**src/rtl/pool_pkg.sv**
```systemverilog
// Shared definitions for the row-pooling stage: window encoding, FSM states and
// the window-size decode.
package pool_pkg;

    localparam logic [1:0] WinK1 = 2'b00;
    localparam logic [1:0] WinK2 = 2'b01;
    localparam logic [1:0] WinK4 = 2'b10;

    typedef enum logic {
        StIdle,
        StAcc
    } pool_state_e;

    // Reserved encoding 2'b11 behaves as K=4.
    function automatic logic [1:0] win_log2(input logic [1:0] win);
        case (win)
            WinK1:   return 2'd0;
            WinK2:   return 2'd1;
            default: return 2'd2;
        endcase
    endfunction

endpackage

```
**src/rtl/pool_lane.sv**
```systemverilog
// One lane of the pooling stage: accumulator, max/sum update, average shift and mask.
// Sum/average path exists only when POOL_AVG_EN is defined.
module pool_lane #(
    parameter int DWIDTH = 8
) (
    input  logic              clk_i,
    input  logic              rst_ni,
    input  logic              load_i,
    input  logic              upd_i,
    input  logic              avg_i,
    input  logic [1:0]        shift_i,
    input  logic              mask_i,
    input  logic [DWIDTH-1:0] din_i,
    output logic [DWIDTH-1:0] res_o
);

`ifdef POOL_AVG_EN
    localparam int AW = DWIDTH + 2;
`else
    localparam int AW = DWIDTH;
`endif

    logic signed [AW-1:0] acc_q, acc_d, row, upd_val, shifted;

    assign row = AW'($signed(din_i));

`ifdef POOL_AVG_EN
    assign upd_val = avg_i ? (acc_q + row) : ((row > acc_q) ? row : acc_q);
    assign shifted = acc_d >>> shift_i;
`else
    logic unused_cfg;
    assign unused_cfg = ^{avg_i, shift_i};
    assign upd_val    = (row > acc_q) ? row : acc_q;
    assign shifted    = acc_d;
`endif

    always_comb begin
        acc_d = acc_q;
        if (load_i) begin
            acc_d = row;
        end else if (upd_i) begin
            acc_d = upd_val;
        end
    end

    // Result reflects the row arriving this cycle so the top can register it directly.
    assign res_o = mask_i ? shifted[DWIDTH-1:0] : '0;

    always_ff @(posedge clk_i or negedge rst_ni) begin
        if (!rst_ni) begin
            acc_q <= '0;
        end else begin
            acc_q <= acc_d;
        end
    end

endmodule

```
**src/rtl/pool.sv**
```systemverilog
// Row-pooling stage: reduces K consecutive valid rows per lane by max or average.
// Average mode is compiled in only when POOL_AVG_EN is defined.
module pool
    import pool_pkg::*;
#(
    parameter int MAT_MUL_SIZE = 4,
    parameter int DWIDTH       = 8,
    parameter int MASK_WIDTH   = 4
) (
    input  logic                           clk,
    input  logic                           reset,
    input  logic                           enable_pool,
    input  logic [1:0]                     pool_window,
    input  logic                           pool_type,
    input  logic                           flush,
    input  logic                           in_data_available,
    input  logic [MAT_MUL_SIZE*DWIDTH-1:0] inp_data,
    input  logic [MASK_WIDTH-1:0]          validity_mask,
    output logic [MAT_MUL_SIZE*DWIDTH-1:0] out_data,
    output logic                           out_data_available,
    output logic                           done_pool
);

    localparam int RW = MAT_MUL_SIZE * DWIDTH;

    pool_state_e   state_q;
    logic [2:0]    cnt_q, cnt_d, kcnt;
    logic [1:0]    klog_q, klog, lane_shift;
    logic          avg_q, avg, type_in;
    logic [RW-1:0] out_q, lane_res;
    logic          avail_q, flush_q, done_q;
    logic          accept, fl, load, upd, emit;

`ifdef POOL_AVG_EN
    assign type_in = pool_type;
`else
    logic unused_type;
    assign unused_type = pool_type;
    assign type_in     = 1'b0;
`endif

    always_comb begin
        accept     = enable_pool & in_data_available;
        fl         = enable_pool & flush;
        // Window config is live only on the first row; afterwards the sampled copy rules.
        klog       = (state_q == StIdle) ? win_log2(pool_window) : klog_q;
        avg        = (state_q == StIdle) ? type_in : avg_q;
        kcnt       = 3'd1 << klog;
        cnt_d      = cnt_q + {2'b00, accept};
        load       = accept && (state_q == StIdle);
        upd        = accept && (state_q == StAcc);
        emit       = (accept && (cnt_d == kcnt)) || (fl && (cnt_d != 3'd0));
        lane_shift = avg ? klog : 2'd0;
    end

    for (genvar i = 0; i < MAT_MUL_SIZE; i++) begin : g_lane
        pool_lane #(
            .DWIDTH(DWIDTH)
        ) u_lane (
            .clk_i  (clk),
            .rst_ni (reset),
            .load_i (load),
            .upd_i  (upd),
            .avg_i  (avg),
            .shift_i(lane_shift),
            .mask_i (validity_mask[i]),
            .din_i  (inp_data[i*DWIDTH +: DWIDTH]),
            .res_o  (lane_res[i*DWIDTH +: DWIDTH])
        );
    end

    always_ff @(posedge clk or negedge reset) begin
        if (!reset) begin
            state_q <= StIdle;
            cnt_q   <= 3'd0;
            klog_q  <= 2'd0;
            avg_q   <= 1'b0;
            out_q   <= '0;
            avail_q <= 1'b0;
            flush_q <= 1'b0;
            done_q  <= 1'b0;
        end else begin
            avail_q <= emit;
            flush_q <= fl;
            done_q  <= flush_q;
            if (emit) begin
                out_q   <= lane_res;
                state_q <= StIdle;
                cnt_q   <= 3'd0;
            end else if (accept) begin
                state_q <= StAcc;
                cnt_q   <= cnt_d;
            end
            if (load) begin
                klog_q <= klog;
                avg_q  <= avg;
            end
        end
    end

    assign out_data           = enable_pool ? out_q : inp_data;
    assign out_data_available = enable_pool ? avail_q : in_data_available;
    assign done_pool          = enable_pool ? done_q : 1'b1;

endmodule

```
**config.mk**
```make
export PLATFORM = sky130hd
export DESIGN_NAME = pool
export DESIGN_NICKNAME = d
export VERILOG_FILES = /design/src/rtl/pool_pkg.sv /design/src/rtl/pool_lane.sv /design/src/rtl/pool.sv
export SDC_FILE = /design/constraint.sdc
export NUM_CORES = 1
export LEC_CHECK = 0
export ABC_AREA = 1
export BUFFER_PORTS_ARGS = -buffer_cell sky130_fd_sc_hd__buf_2
export CORE_MARGIN = 2
export CORE_UTILIZATION = 36
export DETAILED_ROUTE_END_ITERATION = 8
export PLACE_DENSITY = 0.62
export SYNTH_ARGS = -nofsm -noshare
export SYNTH_HDL_FRONTEND = slang
export SYNTH_SLANG_ARGS = --single-unit
```
**constraint.sdc**
```tcl
create_clock -name clk -period 3.2 [get_ports clk]
set_input_delay 0.32 -clock clk [delete_from_list [all_inputs] [get_ports clk]]
set_output_delay 0.32 -clock clk [all_outputs]
set_load 0.05 [all_outputs]
```
==> Implementation_results.wiki <==
{| class="wikitable"
! Metric !! Value
|-
| Result of the run || finished, final reports clean
|-
| CTS tree || yes
|-
| Port Buffers || between 70 and 80
|-
| Seq cells post-synth || 73
|-
| Number of antenna violations at the first check in global routing || 0
|-
| Cell family contributing the most delay on the critical path || simple AND/OR/NAND/NOR gates
|-
| GR Util All Layers || 0.167
|-
| Effective utilization at floorplan || 0.368
|-
| Worst Path Class, Setup || reg2reg
|-
| Count of antenna-violating nets left after detailed routing || 0
|-
| Max-slew violation total from the final report || 0
|-
| Drt first pass iters || 4
|-
| Clock share of power || 0.233
|-
| Post-synth design cell area || 4630 um^2
|-
| Switching part of the total || 0.422
|-
| Drt via density || between 4 and 5
|-
| Total gr overflow || 0
|-
| Hold Path Class || in2async
|-
| Global-route wire length before repair || between 15,000 and 20,000 um
|-
| Number of warnings issued by yosys || 0
|-
| H-tree depth || 3
|-
| Highest achievable clock rate || between 400 and 500 MHz
|-
| Launching element type of the critical path || register
|-
| Longest Clk Path Bufs || 2
|-
| Syn Area/Cell || ~7.6 um^2
|-
| Number of rows created at floorplan || ~40
|-
| Min cycle time layout || between 2000 and 2500 ps
|-
| # clock sinks || 73
|-
| Aggregate negative setup slack || 0 ps
|-
| Number of endpoints failing setup at the final stage || 0
|-
| Initial DRC Count || 177
|-
| Count of different cell masters after synthesis || 24
|-
| Wire length reported by the detailed router || 10,800 um
|-
| Sequential fraction of the synthesis area || 0.395
|-
| CP Data Required Time || between 3000 and 4000 ps
|-
| Clock latency of the later-clocked register in the worst-skew pair || 350 ps
|-
| Setup skew after layout || just under 5 ps
|-
| Final net count || around 770
|-
| Count of buffers added by post-CTS timing repair for setup || 0
|-
| Core footprint || around 13,000 um^2
|-
| Cts-stage hold buffer count || 0
|-
| Sw power || approximately 2000 uW
|-
| Measured slew at the worst slew-check pin || 924 ps
|-
| CTS Root Cell || sky130_fd_sc_hd__clkbuf_16
|-
| Most common cell on crit path || sky130_fd_sc_hd__nand2_1
|-
| Die Area || about 14,000 um^2
|-
| Number of instances in the synthesized netlist || slightly above 600
|-
| Maximum number of pins on one net before global-route repair || 68
|-
| Startpoint of the worst register-to-register path || cnt_q[0]
|-
| Part of the power in registers || 0.310
|-
| Crit path arrival time || 2670 ps
|-
| Vias in the first global route || a little under 4k
|-
| N_diodes || 0
|-
| Chip height || 117 um
|-
| Remaining design rule violation count || 0
|-
| Total number of vias || 3,980
|-
| Post-synthesis to final-layout area growth || 19.1%
|-
| HPWL reported at the end of detailed placement || 7460 um
|-
| Power per Cell Area || between 800 and 900 nW/um^2
|-
| Setup repair after global routing missed its margin || false
|-
| Layout cell share with drive strength beyond 1 || 0.192
|-
| Average routed wire per standard cell || between 10 and 15 um
|-
| Cell Int Power || around 2700 uW
|-
| RePlAce Congestion || 0.777
|-
| Number of maximum-capacitance violations || 0
|-
| Mapped Nets || 690
|-
| Stage delay of the slowest cell on the critical path || between 500 and 600 ps
|-
| Cts repair resizes || 0
|-
| Largest voltage drop on the vdd net || around 0.40 mV
|-
| Launching element of the worst setup path || cnt_q[0]
|-
| Fin. Hold Viols || 0
|-
| Worst hold slack after final layout || approximately 110 ps
|-
| Ordered cell list for the critical path || ha_1 -> ha_1 -> nor2_1 -> nor2_1 -> nand2_1 -> nand2_1 -> nand3_4 -> nand2_4 -> inv_2 -> nand2_1 -> nand2_1
|-
| Worst path slowest cell || sky130_fd_sc_hd__inv_2
|-
| Leakage power total || a little over 0.003 uW
|-
| Cts bufs inserted || 9
|-
| Proportion of power drawn by combinational gates || 0.457
|-
| Worst relative slew slack || 0.384
|-
| Die width || about 120 um
|-
| Portion of the clock cycle consumed by the worst path in the final layout || 0.747
|-
| Buf+Inv Stages, Crit Path || 1
|-
| Critical Path End Type || register
|-
| Clock slew at the register clock pins of the worst setup and hold paths || 60 ps
|-
| Number of placed I/O pins || between 70 and 80
|-
| Largest fanout of any net on the critical path || 32
|-
| Fillers || approximately 1.3k
|}
## cells in the final DEF (no fill, tap or decap), drive strengths merged
master,instances
a21oi,15
nor2,20
buf,80
and2,32
inv,98
dfrtp,73
clkbuf,10
mux2,1
a21boi,4
ha,34
bufinv,2
o21ai,35
clkinv,3
nand3,76
nand2,208
a21o,3
## cell families after synthesis
group | share of synthesized area
simple gates | 0.337
buf+inv | 0.0952
mux | 0.00243
compound gates | 0.0784
flops | 0.395
fa+ha+maj | 0.0920
## area by class of cell
| cell class | instances | area, um^2 | area share |
|---|---|---|---|
| Multi-Input combinational cell | 428 | 2360 | 0.428 |
| Sequential cell | 73 | 1830 | 0.332 |
| Timing Repair Buffer | 80 | 423 | 0.0768 |
| Inverter | 97 | 364 | 0.0661 |
| Clock buffer | 10 | 229 | 0.0416 |
| Tap cell | 172 | 215 | 0.0391 |
| Clock inverter | 6 | 91.3 | 0.0166 |
## final timing paths
kind | to | slack, ps | depth (start not counted)
worst max-delay path | out_q[16] | 810 | 11
worst min-delay path | out_q[30] | 110 | 1
worst max register to register | out_q[16] | 810 | 11
worst min register to register | done_q | 350 | 0
max in group asynchronous | klog_q[0] | 2380 | 2
min in group clk | flush_q | 220 | 3
## synth_stat cells
cell / count / share of area
sky130_fd_sc_hd__a21o_1: 3 / 0.0049
sky130_fd_sc_hd__and2_1: 32 / 0.043
sky130_fd_sc_hd__buf_2: 1 / 0.0011
sky130_fd_sc_hd__dfrtp_1: 73 / 0.39
sky130_fd_sc_hd__a21oi_2: 4 / 0.0076
sky130_fd_sc_hd__clkbuf_1: 8 / 0.0065
sky130_fd_sc_hd__o21ai_0: 34 / 0.037
sky130_fd_sc_hd__buf_6: 3 / 0.0073
sky130_fd_sc_hd__o21ai_1: 1 / 0.0011
sky130_fd_sc_hd__a21boi_4: 4 / 0.016
sky130_fd_sc_hd__nand3_4: 4 / 0.015
sky130_fd_sc_hd__buf_1: 2 / 0.0016
sky130_fd_sc_hd__nor2_2: 2 / 0.0027
sky130_fd_sc_hd__nor2_1: 18 / 0.015
sky130_fd_sc_hd__nand2_2: 13 / 0.018
sky130_fd_sc_hd__ha_1: 34 / 0.092
sky130_fd_sc_hd__nand3_1: 71 / 0.077
sky130_fd_sc_hd__a21oi_1: 11 / 0.012
sky130_fd_sc_hd__inv_1: 92 / 0.075
sky130_fd_sc_hd__mux2_2: 1 / 0.0024
sky130_fd_sc_hd__inv_2: 5 / 0.0041
sky130_fd_sc_hd__nand2_4: 4 / 0.0097
sky130_fd_sc_hd__nand2_1: 191 / 0.15
sky130_fd_sc_hd__nand3_2: 1 / 0.0022
## power groups by stage
stage                     Combinational, uW  Sequential [uW]  Clock, uW
final                                  2160             1470       1100
after global routing                   2480             1510       1180
after global placement                 2120             1460          0
after detailed placement               2180             1480          0
after floorplan                        1760             1440          0
after CTS                              2200             1470       1130
## metal layers
| layer | wire length (um) | GRT usage | share of wire | up-vias |
|---|---|---|---|---|
| met5 | 0 | 0 | 0 | - |
| met4 | 123 | 0.0452 | 0.011 | 0 |
| met3 | 488 | 0.0447 | 0.045 | 11 |
| met2 | 5010 | 0.279 | 0.46 | 85 |
| met1 | 5170 | 0.214 | 0.48 | 1807 |
| li1 | - | - | - | 2077 |
## sequential cells by signal, indices dropped and copies added (netlist names)
signal               cells
done_q                   1
flush_q                  1
state_q                  1
out_q                   32
g_lane.u_lane.acc_q     32
cnt_q                    3
avail_q                  1
klog_q                   2
## per-stage QoR
stage,area [um^2],total power (uW),worst slack (ps),instances,utilization
after global routing,5510,5170,581,866,0.438
after floorplan,4630,3190,1090,612,-
after CTS,5510,4790,778,866,0.438
after detailed placement,5190,3660,507,850,0.413
after global placement,5190,3590,549,850,0.413
final,5510,4730,811,866,0.438
No activity file was read; power rests on OpenSTA's default activity.
